[src/rtl/addsub_hexdisp_if.sv]
// Operand, control and display bundle for the add/subtract hex-display block.
// The design side takes the slave modport; the stimulus/board side takes master.
interface addsub_hexdisp_if #(
  parameter int WIDTH = 8
);
  localparam int DIGITS = (WIDTH + 3) / 4;

  logic              load;
  logic              mode;
  logic [WIDTH-1:0]  a;
  logic [WIDTH-1:0]  b;
  logic              ci;
  logic              blank_lz;
  logic [WIDTH-1:0]  result;
  logic              co;
  logic              ovf;
  logic              valid;
  logic [6:0]        seg;
  logic [DIGITS-1:0] sel;

  modport master (
    output load, mode, a, b, ci, blank_lz,
    input  result, co, ovf, valid, seg, sel
  );

  modport slave (
    input  load, mode, a, b, ci, blank_lz,
    output result, co, ovf, valid, seg, sel
  );
endinterface

[src/rtl/addsub_hexdisp.sv]
// N-bit adder/subtractor with a registered result, carry/borrow and signed overflow,
// driving a time-multiplexed hex seven-segment display with optional leading-zero blanking.
module addsub_hexdisp #(
  parameter int WIDTH = 8,
  parameter int DIV   = 1000
) (
  input  logic             clk,
  input  logic             rst,
  addsub_hexdisp_if.slave  bus
);
  localparam int DIGITS = (WIDTH + 3) / 4;
  localparam int EXT_W  = 4 * DIGITS;
  localparam int DIV_W  = (DIV > 0) ? $clog2(DIV + 1) : 1;
  localparam int IDX_W  = (DIGITS > 1) ? $clog2(DIGITS) : 1;
  localparam logic [DIGITS-1:0] SEL_MSB = DIGITS'(1) << (DIGITS - 1);

  function automatic logic [6:0] hex_to_seg(input logic [3:0] nib);
    logic [6:0] s;
    case (nib)
      4'h0:    s = 7'b1111110;
      4'h1:    s = 7'b0110000;
      4'h2:    s = 7'b1101101;
      4'h3:    s = 7'b1111001;
      4'h4:    s = 7'b0110011;
      4'h5:    s = 7'b1011011;
      4'h6:    s = 7'b1011111;
      4'h7:    s = 7'b1110000;
      4'h8:    s = 7'b1111111;
      4'h9:    s = 7'b1111011;
      4'hA:    s = 7'b1110111;
      4'hB:    s = 7'b0011111;
      4'hC:    s = 7'b1001110;
      4'hD:    s = 7'b0111101;
      4'hE:    s = 7'b1001111;
      4'hF:    s = 7'b1000111;
      default: s = 7'b0000000;
    endcase
    return s;
  endfunction

  // Subtraction overflows when operand signs differ, addition when they agree;
  // either way the result sign has moved away from a's sign.
  function automatic logic signed_ovf(input logic sub, input logic a_msb,
                                      input logic b_msb, input logic r_msb);
    return (sub ? (a_msb != b_msb) : (a_msb == b_msb)) && (r_msb != a_msb);
  endfunction

  logic [WIDTH:0]     sum_s;
  logic               ovf_nxt_s;
  logic [WIDTH-1:0]   result_r;
  logic               co_r;
  logic               ovf_r;
  logic               valid_r;
  logic [DIV_W-1:0]   div_r;
  logic               tick_s;
  logic [IDX_W-1:0]   idx_r;
  logic [EXT_W-1:0]   ext_s;
  logic [EXT_W-1:0]   shifted_s;
  logic [DIGITS-1:0]  sel_nxt_s;
  logic [6:0]         seg_nxt_s;
  logic [DIGITS-1:0]  sel_r;
  logic [6:0]         seg_r;

  // Arithmetic in WIDTH+1 bits: the extra bit is carry-out for add and borrow-out for subtract.
  always_comb begin
    if (bus.mode) begin
      sum_s = {1'b0, bus.a} - {1'b0, bus.b} - {{WIDTH{1'b0}}, bus.ci};
    end else begin
      sum_s = {1'b0, bus.a} + {1'b0, bus.b} + {{WIDTH{1'b0}}, bus.ci};
    end
    ovf_nxt_s = signed_ovf(bus.mode, bus.a[WIDTH-1], bus.b[WIDTH-1], sum_s[WIDTH-1]);
  end

  // Result register: captures on load, otherwise holds.
  always_ff @(posedge clk) begin
    if (rst) begin
      result_r <= '0;
      co_r     <= 1'b0;
      ovf_r    <= 1'b0;
      valid_r  <= 1'b0;
    end else if (bus.load) begin
      result_r <= sum_s[WIDTH-1:0];
      co_r     <= sum_s[WIDTH];
      ovf_r    <= ovf_nxt_s;
      valid_r  <= 1'b1;
    end
  end

  assign tick_s = (div_r == DIV_W'(DIV));

  // Refresh divider: counts 0..DIV, one tick per DIV+1 cycles.
  always_ff @(posedge clk) begin
    if (rst) begin
      div_r <= '0;
    end else if (tick_s) begin
      div_r <= '0;
    end else begin
      div_r <= div_r + DIV_W'(1);
    end
  end

  // Digit selection and decode; the top nibble is zero-extended for non-multiple-of-4 widths.
  always_comb begin
    ext_s     = EXT_W'(result_r);
    shifted_s = ext_s >> {idx_r, 2'b00};
    sel_nxt_s = SEL_MSB >> idx_r;
    if (!valid_r) begin
      seg_nxt_s = 7'b0000000;
    end else if (bus.blank_lz && (idx_r != '0) && (shifted_s == '0)) begin
      seg_nxt_s = 7'b0000000;
    end else begin
      seg_nxt_s = hex_to_seg(shifted_s[3:0]);
    end
  end

  // Scan registers: sel/seg update together on each tick, then the digit index advances.
  always_ff @(posedge clk) begin
    if (rst) begin
      idx_r <= '0;
      sel_r <= '0;
      seg_r <= 7'b0000000;
    end else if (tick_s) begin
      sel_r <= sel_nxt_s;
      seg_r <= seg_nxt_s;
      if (idx_r == IDX_W'(DIGITS - 1)) begin
        idx_r <= '0;
      end else begin
        idx_r <= idx_r + IDX_W'(1);
      end
    end
  end

  assign bus.result = result_r;
  assign bus.co     = co_r;
  assign bus.ovf    = ovf_r;
  assign bus.valid  = valid_r;
  assign bus.sel    = sel_r;
  assign bus.seg    = seg_r;

endmodule
[src/flat_wrapper.sv]
// flat-port wrapper written by rule: the top's interface ports become plain ports
module addsub_hexdisp_flat 
#(
  parameter int WIDTH = 8,
  parameter int DIV   = 1000
)
  (clk, rst, bus_load, bus_mode, bus_a, bus_b, bus_ci, bus_blank_lz, bus_result, bus_co, bus_ovf, bus_valid, bus_seg, bus_sel);
  addsub_hexdisp_if #(.WIDTH(WIDTH)) bus_i ();
  input  logic clk;
  input  logic rst;
  input wire logic [$bits(bus_i.load)-1:0] bus_load;
  input wire logic [$bits(bus_i.mode)-1:0] bus_mode;
  input wire logic [$bits(bus_i.a)-1:0] bus_a;
  input wire logic [$bits(bus_i.b)-1:0] bus_b;
  input wire logic [$bits(bus_i.ci)-1:0] bus_ci;
  input wire logic [$bits(bus_i.blank_lz)-1:0] bus_blank_lz;
  output wire logic [$bits(bus_i.result)-1:0] bus_result;
  output wire logic [$bits(bus_i.co)-1:0] bus_co;
  output wire logic [$bits(bus_i.ovf)-1:0] bus_ovf;
  output wire logic [$bits(bus_i.valid)-1:0] bus_valid;
  output wire logic [$bits(bus_i.seg)-1:0] bus_seg;
  output wire logic [$bits(bus_i.sel)-1:0] bus_sel;
  assign bus_i.load = bus_load;
  assign bus_i.mode = bus_mode;
  assign bus_i.a = bus_a;
  assign bus_i.b = bus_b;
  assign bus_i.ci = bus_ci;
  assign bus_i.blank_lz = bus_blank_lz;
  assign bus_result = bus_i.result;
  assign bus_co = bus_i.co;
  assign bus_ovf = bus_i.ovf;
  assign bus_valid = bus_i.valid;
  assign bus_seg = bus_i.seg;
  assign bus_sel = bus_i.sel;
  addsub_hexdisp #(.WIDTH(WIDTH), .DIV(DIV)) u_core (.clk(clk), .rst(rst), .bus(bus_i));
endmodule
[config.mk]
export PLATFORM = sky130hd
export DESIGN_NAME = addsub_hexdisp_flat
export DESIGN_NICKNAME = d
export VERILOG_FILES = /design/src/rtl/addsub_hexdisp_if.sv /design/src/rtl/addsub_hexdisp.sv /design/src/flat_wrapper.sv
export SDC_FILE = /design/constraint.sdc
export NUM_CORES = 1
export LEC_CHECK = 0
export CAP_MARGIN = 5
export CELL_PAD_IN_SITES_DETAIL_PLACEMENT = 1
export CELL_PAD_IN_SITES_GLOBAL_PLACEMENT = 1
export CORE_ASPECT_RATIO = 0.7
export CORE_MARGIN = 3
export CORE_UTILIZATION = 44
export CTS_BUF_LIST = sky130_fd_sc_hd__clkbuf_2
export DETAILED_ROUTE_END_ITERATION = 16
export PLACE_DENSITY = 0.95
export RECOVER_POWER = 25
export REMOVE_ABC_BUFFERS = 1
export SLEW_MARGIN = 10
export SYNTH_ARGS = -nofsm -noshare
export SYNTH_HDL_FRONTEND = slang
export SYNTH_SLANG_ARGS = --single-unit
[constraint.sdc]
create_clock -name clk -period 5.16 [get_ports clk]
set_clock_uncertainty 0.2 [all_clocks]
set_input_delay 0.774 -clock clk [delete_from_list [all_inputs] [get_ports clk]]
set_output_delay 0.774 -clock clk [all_outputs]
set_load 0.02 [all_outputs]
==> run_summary.xml, run 1 <==
<?xml version="1.0" encoding="UTF-8"?>
<metrics>
  <group name="floorplanning">
    <metric name="die-width" unit="µm">93.5</metric>
    <metric name="die-height" unit="µm">67.3</metric>
    <metric name="num_io_pins" unit="">42</metric>
    <metric name="rows" unit="">21</metric>
    <metric name="fp.dieArea" unit="mm²">0.00629</metric>
    <metric name="design.core.area" unit="mm²">0.00497</metric>
    <metric name="floorplan.initialDensity" unit="%">47.5</metric>
  </group>
  <group name="setup_path">
    <metric name="cpLargestDelayFamily" unit="">compound AO/OA/AOI/OAI gates</metric>
    <metric name="worst_ep_arrival_time" unit="ns">3.17</metric>
    <metric name="cp_data_required_time" unit="ns">5.22</metric>
    <metric name="critical_path.n_buffers_inverters" unit="">3</metric>
    <metric name="reg2reg_slack" unit="ns">2.56</metric>
    <metric name="r2r-end" unit="">u_core.bus.seg[4]</metric>
    <metric name="worst_r2r_path_depth" unit="">6</metric>
    <metric name="worst_path_largest_cell_delay" unit="ns">0.51</metric>
    <metric name="rr_startpoint" unit="">u_core.bus.sel[1]</metric>
    <metric name="critical_path.max_fanout" unit="">3</metric>
    <metric name="end_kind" unit="">register</metric>
    <metric name="slowest_stage" unit="">sky130_fd_sc_hd__clkdlybuf4s50_1</metric>
    <metric name="critical_path_class" unit="">in2reg</metric>
    <metric name="cp-start-kind" unit="">input port</metric>
    <metric name="crit_chain" unit="">clkdlybuf4s50_1 -&gt; inv_1 -&gt; fa_1 -&gt; inv_1 -&gt; fa_1 -&gt; nand2b_1 -&gt; a21oi_1 -&gt; o21ai_1 -&gt; a2111oi_0 -&gt; a211o_1 -&gt; o32ai_1</metric>
  </group>
  <group name="routing">
    <metric name="postRouteWirelength" unit="µm">6120</metric>
    <metric name="drt-pass1-iter-count" unit="">4</metric>
    <metric name="initialDrtViolationCount" unit="">46</metric>
    <metric name="dr_vias_cell" unit="">5.46</metric>
    <metric name="wl_per_cell" unit="µm">15.6</metric>
    <metric name="post-route-drc-count" unit="">0</metric>
    <metric name="route.antenna.remaining_nets" unit="">0</metric>
    <metric name="vias" unit="">2139</metric>
  </group>
  <group name="clock_tree">
    <metric name="worst_skew_pair_latency" unit="ns">0.39</metric>
    <metric name="buffer_count_from_post_cts_setup_fixing" unit="">0</metric>
    <metric name="cts.reportedPaths.clkPinSlew" unit="ns">0.17</metric>
    <metric name="cts.repair.resized" unit="">0</metric>
    <metric name="cts_max_level" unit="">2</metric>
    <metric name="tritoncts" unit="">built</metric>
    <metric name="clockRootBuffer" unit="">sky130_fd_sc_hd__clkbuf_2</metric>
    <metric name="tritoncts_num_sinks" unit="">30</metric>
    <metric name="hold_bufs_inserted_after_cts" unit="">0</metric>
    <metric name="cts_buffers" unit="">5</metric>
    <metric name="cts.path.max_buffers" unit="">2</metric>
  </group>
  <group name="synth">
    <metric name="synth_flop_cell" unit="">sky130_fd_sc_hd__dfxtp_1</metric>
    <metric name="synth-seq-area-share" unit="%">25.5</metric>
    <metric name="synth_async_sr_flop_share" unit="%">0</metric>
    <metric name="netlist_top_cells_area" unit="">sky130_fd_sc_hd__dfxtp_1, sky130_fd_sc_hd__ha_1, sky130_fd_sc_hd__nor2_1</metric>
    <metric name="synth-warning-count" unit="">0</metric>
    <metric name="post-synth-top-area-fraction" unit="%">25.5</metric>
    <metric name="mappedNetlistArea" unit="mm²">0.00236</metric>
    <metric name="syn_area_per_cell" unit="µm²">8.33</metric>
    <metric name="synth.largest_area_cell" unit="">sky130_fd_sc_hd__dfxtp_1</metric>
    <metric name="ys_ff_latch" unit="">30</metric>
    <metric name="synth_cells" unit="">283</metric>
    <metric name="number_of_synthesized_flops_with_an_enable_pin" unit="">0</metric>
    <metric name="ys_types" unit="">48</metric>
  </group>
  <group name="grt">
    <metric name="grt_max_degree" unit="">21</metric>
    <metric name="antenna_violations_before_repair" unit="">0</metric>
    <metric name="grt_first_pass_wirelength" unit="µm">10600</metric>
    <metric name="globalRoute.totalOverflow" unit="">0</metric>
    <metric name="globalRouteTotalUtil" unit="%">21.2</metric>
    <metric name="number_of_global_route_vias_before_repair" unit="">2261</metric>
  </group>
  <group name="min_path">
    <metric name="min_delay_path_depth" unit="">1</metric>
    <metric name="whs_endpoint" unit="">u_core.bus.seg[6]</metric>
    <metric name="min-delay-start" unit="">u_core.bus.seg[6]</metric>
    <metric name="timing.hold.worst.class" unit="">reg2reg</metric>
  </group>
  <group name="timing">
    <metric name="finalHoldViolations" unit="">0</metric>
    <metric name="timing.setup.tns" unit="ns">0</metric>
    <metric name="report.final.setup_viol" unit="">0</metric>
    <metric name="drv_slew" unit="">0</metric>
    <metric name="setup_repair_after_global_routing_missed_its_margin" unit="">false</metric>
    <metric name="min_period" unit="ns">3.10</metric>
    <metric name="worst_slack" unit="ns">2.06</metric>
    <metric name="transition_time_at_the_pin_with_the_least_slew_margin" unit="ns">0.746</metric>
    <metric name="fin_crit_sh" unit="%">60.1</metric>
    <metric name="worst_hold_slack" unit="ns">0.290</metric>
    <metric name="max-slew-margin-rel" unit="%">50.1</metric>
    <metric name="fmax" unit="MHz">322</metric>
  </group>
  <group name="cells_and_area">
    <metric name="nets" unit="">377</metric>
    <metric name="layout-area-overhead-vs-synth" unit="%">22.0</metric>
    <metric name="final_layout_size_suffix_gt1_share" unit="%">5.26</metric>
    <metric name="number_of_diodes" unit="">0</metric>
  </group>
  <group name="pwr">
    <metric name="power.ir.vdd_worst" unit="µV">110</metric>
    <metric name="power_density_of_the_placed_cells" unit="mW/mm²">228</metric>
    <metric name="total_leakage_power" unit="nW">1.23</metric>
  </group>
  <group name="placement">
    <metric name="preCtsSetupSlack" unit="ns">1.69</metric>
    <metric name="post-dp-hpwl" unit="µm">4900</metric>
    <metric name="port_buffers" unit="">41</metric>
    <metric name="gpl.final_weighted_congestion" unit="">0.932</metric>
  </group>
  <group name="job">
    <metric name="max_cap_violations" unit="">0</metric>
  </group>
  <group name="status">
    <metric name="outcome" unit="">completed</metric>
  </group>
</metrics>
[cell usage in the layout (no fill, tap or decap), drive strengths merged, types with 2 or more instances in the layout]
cell type | netlist | layout
nor2b | 4 | 4
clkdlybuf4s50 | 0 | 39
a21o | 3 | 3
a311o | 2 | 2
a22o | 5 | 5
nor2 | 36 | 36
a32o | 2 | 2
xor2 | 8 | 8
o21ai | 12 | 12
ha | 29 | 29
xnor2 | 13 | 13
inv | 33 | 33
and3 | 5 | 5
a32oi | 2 | 2
dlygate4sd3 | 0 | 2
dfxtp | 30 | 30
a22oi | 3 | 3
mux2 | 3 | 3
and2 | 3 | 3
a21oi | 11 | 11
nand2b | 5 | 5
clkinv | 0 | 2
clkbuf | 4 | 5
nor3 | 4 | 4
a31oi | 2 | 2
o211ai | 4 | 4
nand3 | 9 | 9
nor3b | 2 | 2
nand2 | 16 | 16
a211oi | 4 | 4
fa | 4 | 4
mux2i | 8 | 8
[sequential cells by signal, summed over array words and instances (netlist names)]
| register | cells |
|---|---|
| u_core.bus.result | 8 |
| u_core.bus.sel | 2 |
| u_core.bus.co | 1 |
| u_core.bus.ovf | 1 |
| u_core.bus.valid | 1 |
| u_core.div_r | 10 |
| u_core.bus.seg | 7 |
[area by class of cell]
type	instances	area (µm²)
well taps	69	86.3
flip-flops and latches	30	601
clock buffers	5	25.0
fillers	609	2090
repair buffers	41	410
inverters	33	124
clock inverters	3	40.0
multi-input cells	211	1590
[report_power, final]
part	internal, mW	switching, mW	leakage [nW]
Combinational	0.104	0.131	0.942
Sequential	0.243	0.0117	0.245
Clock	0.0804	0.0875	0.0427
Total	0.428	0.230	1.23
[layer usage]
| metal | up-vias | global-route usage [%] | share of wire (%) |
|---|---|---|---|
| met5 | - | 0 | 0 |
| met2 | 42 | 36.9 | 46 |
| met3 | 9 | 3.79 | 4.0 |
| met1 | 1037 | 27.4 | 49 |
| li1 | 1051 | - | - |
| met4 | 0 | 5.48 | 1.1 |
[worst max path at each step]
stage / from / end / slack (ns) / depth (start not counted)
floorplan: bus_ci / u_core.bus.result[7] / 2.34 / 9
global placement: bus_ci / u_core.bus.result[7] / 1.76 / 10
detailed placement: bus_ci / u_core.bus.result[5] / 1.69 / 11
CTS: bus_a[0] / u_core.bus.result[7] / 2.08 / 11
global route: bus_ci / u_core.bus.result[6] / 1.94 / 11
finish: bus_ci / u_core.bus.result[6] / 2.06 / 11
[stage by stage]
| stage | power, mW | utilization, % | instances | instance area [µm²] |
|---|---|---|---|---|
| CTS | 0.661 | 57.9 | 392 | 2880 |
| detailed placement | 0.493 | 56.6 | 384 | 2810 |
| global route | 0.698 | 57.9 | 392 | 2880 |
| finish | 0.658 | 57.9 | 392 | 2880 |
| floorplan | 0.408 | - | 274 | 2320 |
| global placement | 0.480 | 56.6 | 384 | 2810 |
[cells in the mapped netlist, types with 2 or more instances]
cell / instances
sky130_fd_sc_hd__a22oi_1: 3
sky130_fd_sc_hd__a22o_1: 5
sky130_fd_sc_hd__clkbuf_1: 4
sky130_fd_sc_hd__and3_1: 5
sky130_fd_sc_hd__o211ai_1: 4
sky130_fd_sc_hd__mux2i_1: 8
sky130_fd_sc_hd__ha_1: 29
sky130_fd_sc_hd__a311o_1: 2
sky130_fd_sc_hd__nor2_1: 36
sky130_fd_sc_hd__dfxtp_1: 30
sky130_fd_sc_hd__a211oi_1: 4
sky130_fd_sc_hd__fa_1: 4
sky130_fd_sc_hd__nand2_1: 16
sky130_fd_sc_hd__nand3_1: 9
sky130_fd_sc_hd__inv_1: 33
sky130_fd_sc_hd__a32o_1: 2
sky130_fd_sc_hd__nand2b_1: 4
sky130_fd_sc_hd__o21ai_0: 6
sky130_fd_sc_hd__nor3b_1: 2
sky130_fd_sc_hd__nor2b_1: 4
sky130_fd_sc_hd__a31oi_1: 2
sky130_fd_sc_hd__xor2_1: 8
sky130_fd_sc_hd__a21oi_1: 9
sky130_fd_sc_hd__a21oi_2: 2
sky130_fd_sc_hd__and2_1: 3
sky130_fd_sc_hd__xnor2_1: 13
sky130_fd_sc_hd__mux2_2: 3
sky130_fd_sc_hd__o21ai_1: 5
sky130_fd_sc_hd__buf_2: 4
sky130_fd_sc_hd__a32oi_1: 2
sky130_fd_sc_hd__a21o_1: 3
sky130_fd_sc_hd__nor3_1: 3
[logic make-up (layout without fill, tap and decap cells)]
group / count (synthesis) / after routing / share of synthesized area, %
flip-flops: 30 / 30 / 25.5
AO/OA/AOI/OAI: 57 / 57 / 17.6
XOR/XNOR: 21 / 21 / 7.80
multiplexers: 11 / 11 / 4.83
adder cells (fa/ha/maj): 33 / 33 / 18.8
buffers and inverters: 42 / 82 / 7.06
AND/OR/NAND/NOR: 89 / 89 / 18.5
Note: power is estimated with default switching activity, not from simulation.
==> inputs of run 2 (changes only) <==
Settings changed: CORE_UTILIZATION 44 to 37, PLACE_DENSITY 0.95 to 0.86.
Clock period 5.16 ns to 2.7 ns, I/O delays scaled along.
==> run 2 against run 1 <==
Compared with the run above: clock power increased by 38%; core utilization decreased by 6.9 points; die area rose by 17%; design area is 5.3% higher; combinational power up 110%; largest cell class unchanged.
==> run_summary.xml, run 2 (synthesis results as in run 1) <==
<?xml version="1.0" encoding="UTF-8"?>
<metrics>
  <group name="clock_tree">
    <metric name="tritoncts_num_sinks" unit="">30</metric>
    <metric name="tritoncts" unit="">built</metric>
    <metric name="cts.path.max_buffers" unit="">2</metric>
    <metric name="clockRootBuffer" unit="">sky130_fd_sc_hd__clkbuf_2</metric>
    <metric name="cts_buffers" unit="">5</metric>
    <metric name="buffer_count_from_post_cts_setup_fixing" unit="">0</metric>
    <metric name="cts_max_level" unit="">2</metric>
    <metric name="cts.reportedPaths.clkPinSlew" unit="ns">0.17</metric>
    <metric name="hold_bufs_inserted_after_cts" unit="">0</metric>
    <metric name="worst_skew_pair_latency" unit="ns">0.39</metric>
  </group>
  <group name="grt">
    <metric name="grt_max_degree" unit="">18</metric>
    <metric name="globalRoute.totalOverflow" unit="">0</metric>
    <metric name="globalRouteTotalUtil" unit="%">18.2</metric>
    <metric name="antenna_violations_before_repair" unit="">0</metric>
    <metric name="number_of_global_route_vias_before_repair" unit="">2315</metric>
    <metric name="grt_first_pass_wirelength" unit="µm">10700</metric>
  </group>
  <group name="setup_path">
    <metric name="cpLargestDelayFamily" unit="">compound AO/OA/AOI/OAI gates</metric>
    <metric name="slowest_stage" unit="">sky130_fd_sc_hd__clkdlybuf4s50_1</metric>
    <metric name="reg2reg_slack" unit="ns">0.47</metric>
    <metric name="critical_path_class" unit="">in2reg</metric>
    <metric name="worst_ep_arrival_time" unit="ns">2.65</metric>
    <metric name="end_kind" unit="">register</metric>
    <metric name="worst_path_largest_cell_delay" unit="ns">0.51</metric>
    <metric name="crit_chain" unit="">clkdlybuf4s50_1 -&gt; inv_1 -&gt; fa_1 -&gt; inv_1 -&gt; fa_1 -&gt; nand2b_1 -&gt; a21oi_2 -&gt; o21ai_1 -&gt; a2111oi_2 -&gt; a211o_1 -&gt; o32ai_1</metric>
    <metric name="critical_path.max_fanout" unit="">3</metric>
    <metric name="cp_data_required_time" unit="ns">2.75</metric>
    <metric name="cp-start-kind" unit="">input port</metric>
    <metric name="critical_path.n_buffers_inverters" unit="">3</metric>
  </group>
  <group name="timing">
    <metric name="min_period" unit="ns">2.60</metric>
    <metric name="report.final.setup_viol" unit="">0</metric>
    <metric name="timing.setup.tns" unit="ns">0</metric>
    <metric name="drv_slew" unit="">0</metric>
    <metric name="max-slew-margin-rel" unit="%">52.3</metric>
    <metric name="finalHoldViolations" unit="">0</metric>
    <metric name="fmax" unit="MHz">385</metric>
    <metric name="transition_time_at_the_pin_with_the_least_slew_margin" unit="ns">0.715</metric>
    <metric name="fin_crit_sh" unit="%">96.1</metric>
    <metric name="setup_repair_after_global_routing_missed_its_margin" unit="">false</metric>
  </group>
  <group name="placement">
    <metric name="gpl.final_weighted_congestion" unit="">0.860</metric>
    <metric name="detailed_place.area" unit="mm²">0.00299</metric>
    <metric name="post-dp-hpwl" unit="µm">5150</metric>
    <metric name="port_buffers" unit="">41</metric>
  </group>
  <group name="min_path">
    <metric name="timing.hold.worst.class" unit="">reg2reg</metric>
  </group>
  <group name="cells_and_area">
    <metric name="largest-register" unit="">u_core.div_r</metric>
    <metric name="regArea" unit="µm²">601</metric>
    <metric name="final_layout_size_suffix_gt1_share" unit="%">12.2</metric>
    <metric name="nets" unit="">399</metric>
    <metric name="final_common_cell" unit="">sky130_fd_sc_hd__clkdlybuf4s50_1</metric>
    <metric name="post-route-cell-area" unit="mm²">0.00303</metric>
    <metric name="leading_cell_types_in_the_layout_fill_and_taps_excluded" unit="">sky130_fd_sc_hd__clkdlybuf4s50_1, sky130_fd_sc_hd__nor2_1, sky130_fd_sc_hd__inv_1</metric>
    <metric name="layout-area-overhead-vs-synth" unit="%">28.4</metric>
    <metric name="fillerInstances" unit="">722</metric>
    <metric name="multi_input_comb_area" unit="mm²">0.00160</metric>
    <metric name="flip_flop_count_of_the_largest_register_after_layout" unit="">10</metric>
    <metric name="number_of_diodes" unit="">0</metric>
  </group>
  <group name="pwr">
    <metric name="total_leakage_power" unit="nW">1.32</metric>
    <metric name="internal_power_of_the_cells" unit="mW">0.759</metric>
    <metric name="netSwitchingPower" unit="mW">0.449</metric>
    <metric name="power.share.switching" unit="%">37.2</metric>
    <metric name="seq_power_share" unit="%">40.3</metric>
    <metric name="share_comb_of_total_power" unit="%">40.6</metric>
    <metric name="power.ir.vdd_worst" unit="µV">139</metric>
    <metric name="power_density_of_the_placed_cells" unit="mW/mm²">399</metric>
    <metric name="power.share.clock" unit="%">19.1</metric>
  </group>
  <group name="routing">
    <metric name="dr_vias_cell" unit="">5.20</metric>
    <metric name="initialDrtViolationCount" unit="">63</metric>
    <metric name="drt-pass1-iter-count" unit="">4</metric>
    <metric name="post-route-drc-count" unit="">0</metric>
    <metric name="route.antenna.remaining_nets" unit="">0</metric>
    <metric name="wl_per_cell" unit="µm">14.8</metric>
    <metric name="vias" unit="">2185</metric>
    <metric name="postRouteWirelength" unit="µm">6200</metric>
  </group>
  <group name="status">
    <metric name="outcome" unit="">completed</metric>
  </group>
  <group name="floorplanning">
    <metric name="rows" unit="">23</metric>
    <metric name="fp.dieArea" unit="mm²">0.00738</metric>
    <metric name="floorplan.initialDensity" unit="%">39.8</metric>
    <metric name="die-height" unit="µm">72.8</metric>
    <metric name="design.core.area" unit="mm²">0.00593</metric>
    <metric name="num_io_pins" unit="">42</metric>
    <metric name="die-width" unit="µm">101</metric>
  </group>
  <group name="job">
    <metric name="max_cap_violations" unit="">0</metric>
  </group>
</metrics>
-- run 2: changes by cell type in the layout (fill, tap and decap cells not counted), sizes merged --
cell	delta
clkinvlp	+1
buf	+21
clkbuf	+1
clkdlybuf4s50	+1
bufinv	-1
dlygate4sd3	-2
dlymetal6s2s	+1
-- run 2: worst reg2reg max path: cells and delay by family, from the launching register on --
family          cells  cell delay [ns]
compound gates      1             0.21
simple gates        4             1.36
flops               1             0.42
-- run 2: final cells by class --
class	instances	area share (%)
Timing Repair Buffer	63	19.0
Clock inverter	3	0.537
Clock buffer	5	0.826
Inverter	33	4.09
Tap cell	75	3.10
Multi-Input combinational cell	211	52.7
Sequential cell	30	19.8
-- run 2: timing repair --
item | CTS | global route
endpoints found under the setup margin | 2 | 4
pin swaps | 1 | 6
endpoints found under the hold margin | 0 | 0
resized for setup | 2 | 7
-- run 2: path summary, 6_finish.rpt --
check,start,end,depth (start not counted)
setup / recovery,bus_ci,u_core.bus.result[6],11
hold reg to reg,u_core.bus.seg[5],u_core.bus.seg[5],1
setup reg to reg,u_core.div_r[5],u_core.bus.seg[5],5
hold / removal,u_core.bus.seg[5],u_core.bus.seg[5],1
-- run 2: power by group through the flow --
| stage | clock, mW | sequential, mW | combinational (mW) |
|---|---|---|---|
| global placement | 0 | 0.495 | 0.470 |
| finish | 0.231 | 0.486 | 0.491 |
| detailed placement | 0 | 0.496 | 0.488 |
| global route | 0.259 | 0.491 | 0.552 |
| floorplan | 0 | 0.509 | 0.270 |
| CTS | 0.237 | 0.487 | 0.493 |
-- run 2: routing by layer --
metal,routed length [µm],global-route usage (%)
met5,0,0
met4,81,4.87
met2,2920,31.5
met1,2980,22.9
met3,223,4.01
-- run 2: through the flow --
step | setup slack [ns] | utilization, % | total power [mW] | instances | hold WS (ns)
3_5_place_dp | -0.446 | 50.4 | 0.985 | 412 | 0.265
4_1_cts | 0.00219 | 51.1 | 1.22 | 420 | 0.304
6_report | 0.104 | 51.1 | 1.21 | 420 | 0.295
2_1_floorplan | 0.252 | - | 0.779 | 274 | 0.242
3_3_place_gp | -0.311 | 50.4 | 0.964 | 412 | 0.256
5_1_grt | 0.0136 | 51.1 | 1.30 | 420 | 0.328
==> inputs of run 3 (changes only) <==
Settings changed: CORE_MARGIN 3 to 8, RECOVER_POWER 25 to 100.
==> run 3 against run 2 <==
Compared with the run above: combinational power increased by 1%; design area up 0.17%; highest routed layer unchanged; register-to-register slack gained 0.05 ns; first-iteration DRC count rose by 52%; maximum frequency is 1.8% lower.
==> run_summary.xml, run 3 (synthesis results as in run 1) <==
<?xml version="1.0" encoding="UTF-8"?>
<metrics>
  <group name="status">
    <metric name="outcome" unit="">completed</metric>
  </group>
  <group name="clock_tree">
    <metric name="hold_bufs_inserted_after_cts" unit="">0</metric>
    <metric name="tritoncts_num_sinks" unit="">30</metric>
    <metric name="cts_max_level" unit="">2</metric>
    <metric name="worst_skew_pair_latency" unit="ns">0.36</metric>
    <metric name="cts_buffers" unit="">5</metric>
    <metric name="cts.reportedPaths.clkPinSlew" unit="ns">0.17</metric>
    <metric name="tritoncts" unit="">built</metric>
    <metric name="buffer_count_from_post_cts_setup_fixing" unit="">0</metric>
    <metric name="cts.path.max_buffers" unit="">2</metric>
    <metric name="clockRootBuffer" unit="">sky130_fd_sc_hd__clkbuf_2</metric>
  </group>
  <group name="floorplanning">
    <metric name="design.core.area" unit="mm²">0.00619</metric>
    <metric name="num_io_pins" unit="">42</metric>
    <metric name="die-height" unit="µm">82.8</metric>
    <metric name="rows" unit="">24</metric>
    <metric name="floorplan.initialDensity" unit="%">38.1</metric>
    <metric name="fp.dieArea" unit="mm²">0.00923</metric>
    <metric name="die-width" unit="µm">111</metric>
  </group>
  <group name="timing">
    <metric name="fmax" unit="MHz">378</metric>
    <metric name="transition_time_at_the_pin_with_the_least_slew_margin" unit="ns">0.698</metric>
    <metric name="max-slew-margin-rel" unit="%">53.1</metric>
    <metric name="min_period" unit="ns">2.64</metric>
    <metric name="report.final.setup_viol" unit="">0</metric>
    <metric name="setup_repair_after_global_routing_missed_its_margin" unit="">false</metric>
    <metric name="finalHoldViolations" unit="">0</metric>
    <metric name="fin_crit_sh" unit="%">97.9</metric>
    <metric name="timing.setup.tns" unit="ns">0</metric>
    <metric name="drv_slew" unit="">0</metric>
  </group>
  <group name="job">
    <metric name="max_cap_violations" unit="">0</metric>
  </group>
  <group name="setup_path">
    <metric name="cp_data_required_time" unit="ns">2.79</metric>
    <metric name="cp-start-kind" unit="">input port</metric>
    <metric name="worst_ep_arrival_time" unit="ns">2.74</metric>
    <metric name="cpLargestDelayFamily" unit="">adder cells</metric>
    <metric name="reg2reg_slack" unit="ns">0.52</metric>
    <metric name="worst_path_largest_cell_delay" unit="ns">0.45</metric>
    <metric name="critical_path.n_buffers_inverters" unit="">2</metric>
    <metric name="critical_path_class" unit="">in2reg</metric>
    <metric name="crit_chain" unit="">clkdlybuf4s50_1 -&gt; inv_1 -&gt; fa_2 -&gt; fa_1 -&gt; nand2_1 -&gt; a21oi_2 -&gt; o21ai_1 -&gt; a31oi_1 -&gt; xnor2_1 -&gt; a221oi_2</metric>
    <metric name="slowest_stage" unit="">sky130_fd_sc_hd__clkdlybuf4s50_1</metric>
    <metric name="critical_path.max_fanout" unit="">2</metric>
    <metric name="end_kind" unit="">register</metric>
  </group>
  <group name="routing">
    <metric name="vias" unit="">2199</metric>
    <metric name="route.antenna.remaining_nets" unit="">0</metric>
    <metric name="post-route-drc-count" unit="">0</metric>
    <metric name="dr_vias_cell" unit="">5.20</metric>
    <metric name="initialDrtViolationCount" unit="">96</metric>
    <metric name="wl_per_cell" unit="µm">15.2</metric>
    <metric name="postRouteWirelength" unit="µm">6430</metric>
    <metric name="drt-pass1-iter-count" unit="">4</metric>
  </group>
  <group name="placement">
    <metric name="gpl.final_weighted_congestion" unit="">0.860</metric>
    <metric name="post-dp-hpwl" unit="µm">5190</metric>
    <metric name="port_buffers" unit="">41</metric>
  </group>
  <group name="pwr">
    <metric name="power.ir.vdd_worst" unit="µV">152</metric>
    <metric name="power_density_of_the_placed_cells" unit="mW/mm²">395</metric>
    <metric name="fin_total_pwr" unit="mW">1.20</metric>
    <metric name="total_leakage_power" unit="nW">1.37</metric>
  </group>
  <group name="grt">
    <metric name="grt_first_pass_wirelength" unit="µm">11100</metric>
    <metric name="globalRoute.totalOverflow" unit="">0</metric>
    <metric name="number_of_global_route_vias_before_repair" unit="">2356</metric>
    <metric name="grt_max_degree" unit="">20</metric>
    <metric name="globalRouteTotalUtil" unit="%">14.1</metric>
    <metric name="antenna_violations_before_repair" unit="">0</metric>
  </group>
  <group name="cells_and_area">
    <metric name="number_of_diodes" unit="">0</metric>
    <metric name="layout-area-overhead-vs-synth" unit="%">28.6</metric>
    <metric name="largest-register" unit="">u_core.div_r</metric>
    <metric name="nets" unit="">399</metric>
    <metric name="final_layout_size_suffix_gt1_share" unit="%">11.6</metric>
    <metric name="leading_cell_types_in_the_layout_fill_and_taps_excluded" unit="">sky130_fd_sc_hd__nor2_1, sky130_fd_sc_hd__inv_1, sky130_fd_sc_hd__dfxtp_1</metric>
    <metric name="final_common_cell" unit="">sky130_fd_sc_hd__nor2_1</metric>
    <metric name="flip_flop_count_of_the_largest_register_after_layout" unit="">10</metric>
  </group>
  <group name="min_path">
    <metric name="timing.hold.worst.class" unit="">reg2reg</metric>
  </group>
</metrics>
-- run 3: routing by layer --
metal / up-vias / share of wire [%] / global-route usage, %
met5: - / 0 / 0
met4: 0 / 0.59 / 3.02
met3: 5 / 4.1 / 3.23
met2: 40 / 47 / 23.4
met1: 1065 / 48 / 18.0
li1: 1089 / - / -
-- run 3: per-stage QoR --
stage          utilization (%)  worst slack [ns]  hold WS [ns]  area, µm²  instances
6_report                  49.0            0.0568         0.287       3030        423
5_1_grt                   49.0           0.00492         0.327       3030        423
4_1_cts                   49.0            0.0166         0.298       3030        423
3_5_place_dp              48.3            -0.467         0.257       2990        415
3_3_place_gp              48.3            -0.311         0.259       2990        415
2_1_floorplan                -             0.252         0.242       2320        274
-- run 3: final cells by class --
| cell class | instances | area, µm² |
|---|---|---|
| Clock inverter | 3 | 11.3 |
| Tap cell | 78 | 97.6 |
| Timing Repair Buffer | 63 | 572 |
| Multi-Input combinational cell | 211 | 1600 |
| Clock buffer | 5 | 25.0 |
| Sequential cell | 30 | 601 |
| Inverter | 33 | 124 |
| Fill cell | 757 | 3150 |
-- run 3: final timing paths --
check                                         end  cells past startpoint         startpoint
worst max register to register  u_core.bus.seg[5]                      5    u_core.div_r[5]
worst max-delay path                u_core.bus.co                     10           bus_a[0]
worst min-delay path            u_core.bus.seg[6]                      1  u_core.bus.seg[6]
worst min register to register  u_core.bus.seg[6]                      1  u_core.bus.seg[6]
-- run 3: power breakdown --
group | leakage (nW) | total, mW | internal [mW] | switching (mW)
Clock | 0.0255 | 0.217 | 0.0554 | 0.162
Sequential | 0.245 | 0.486 | 0.464 | 0.0222
Combinational | 1.10 | 0.496 | 0.232 | 0.264
Total | 1.37 | 1.20 | 0.752 | 0.448
-- run 3: timing repair --
item / CTS / global route
pin swaps: 0 / 5
cloned: 0 / 0
resized for setup: 3 / 5
endpoints found under the setup margin: 2 / 4
hold endpoints to repair: 0 / 0
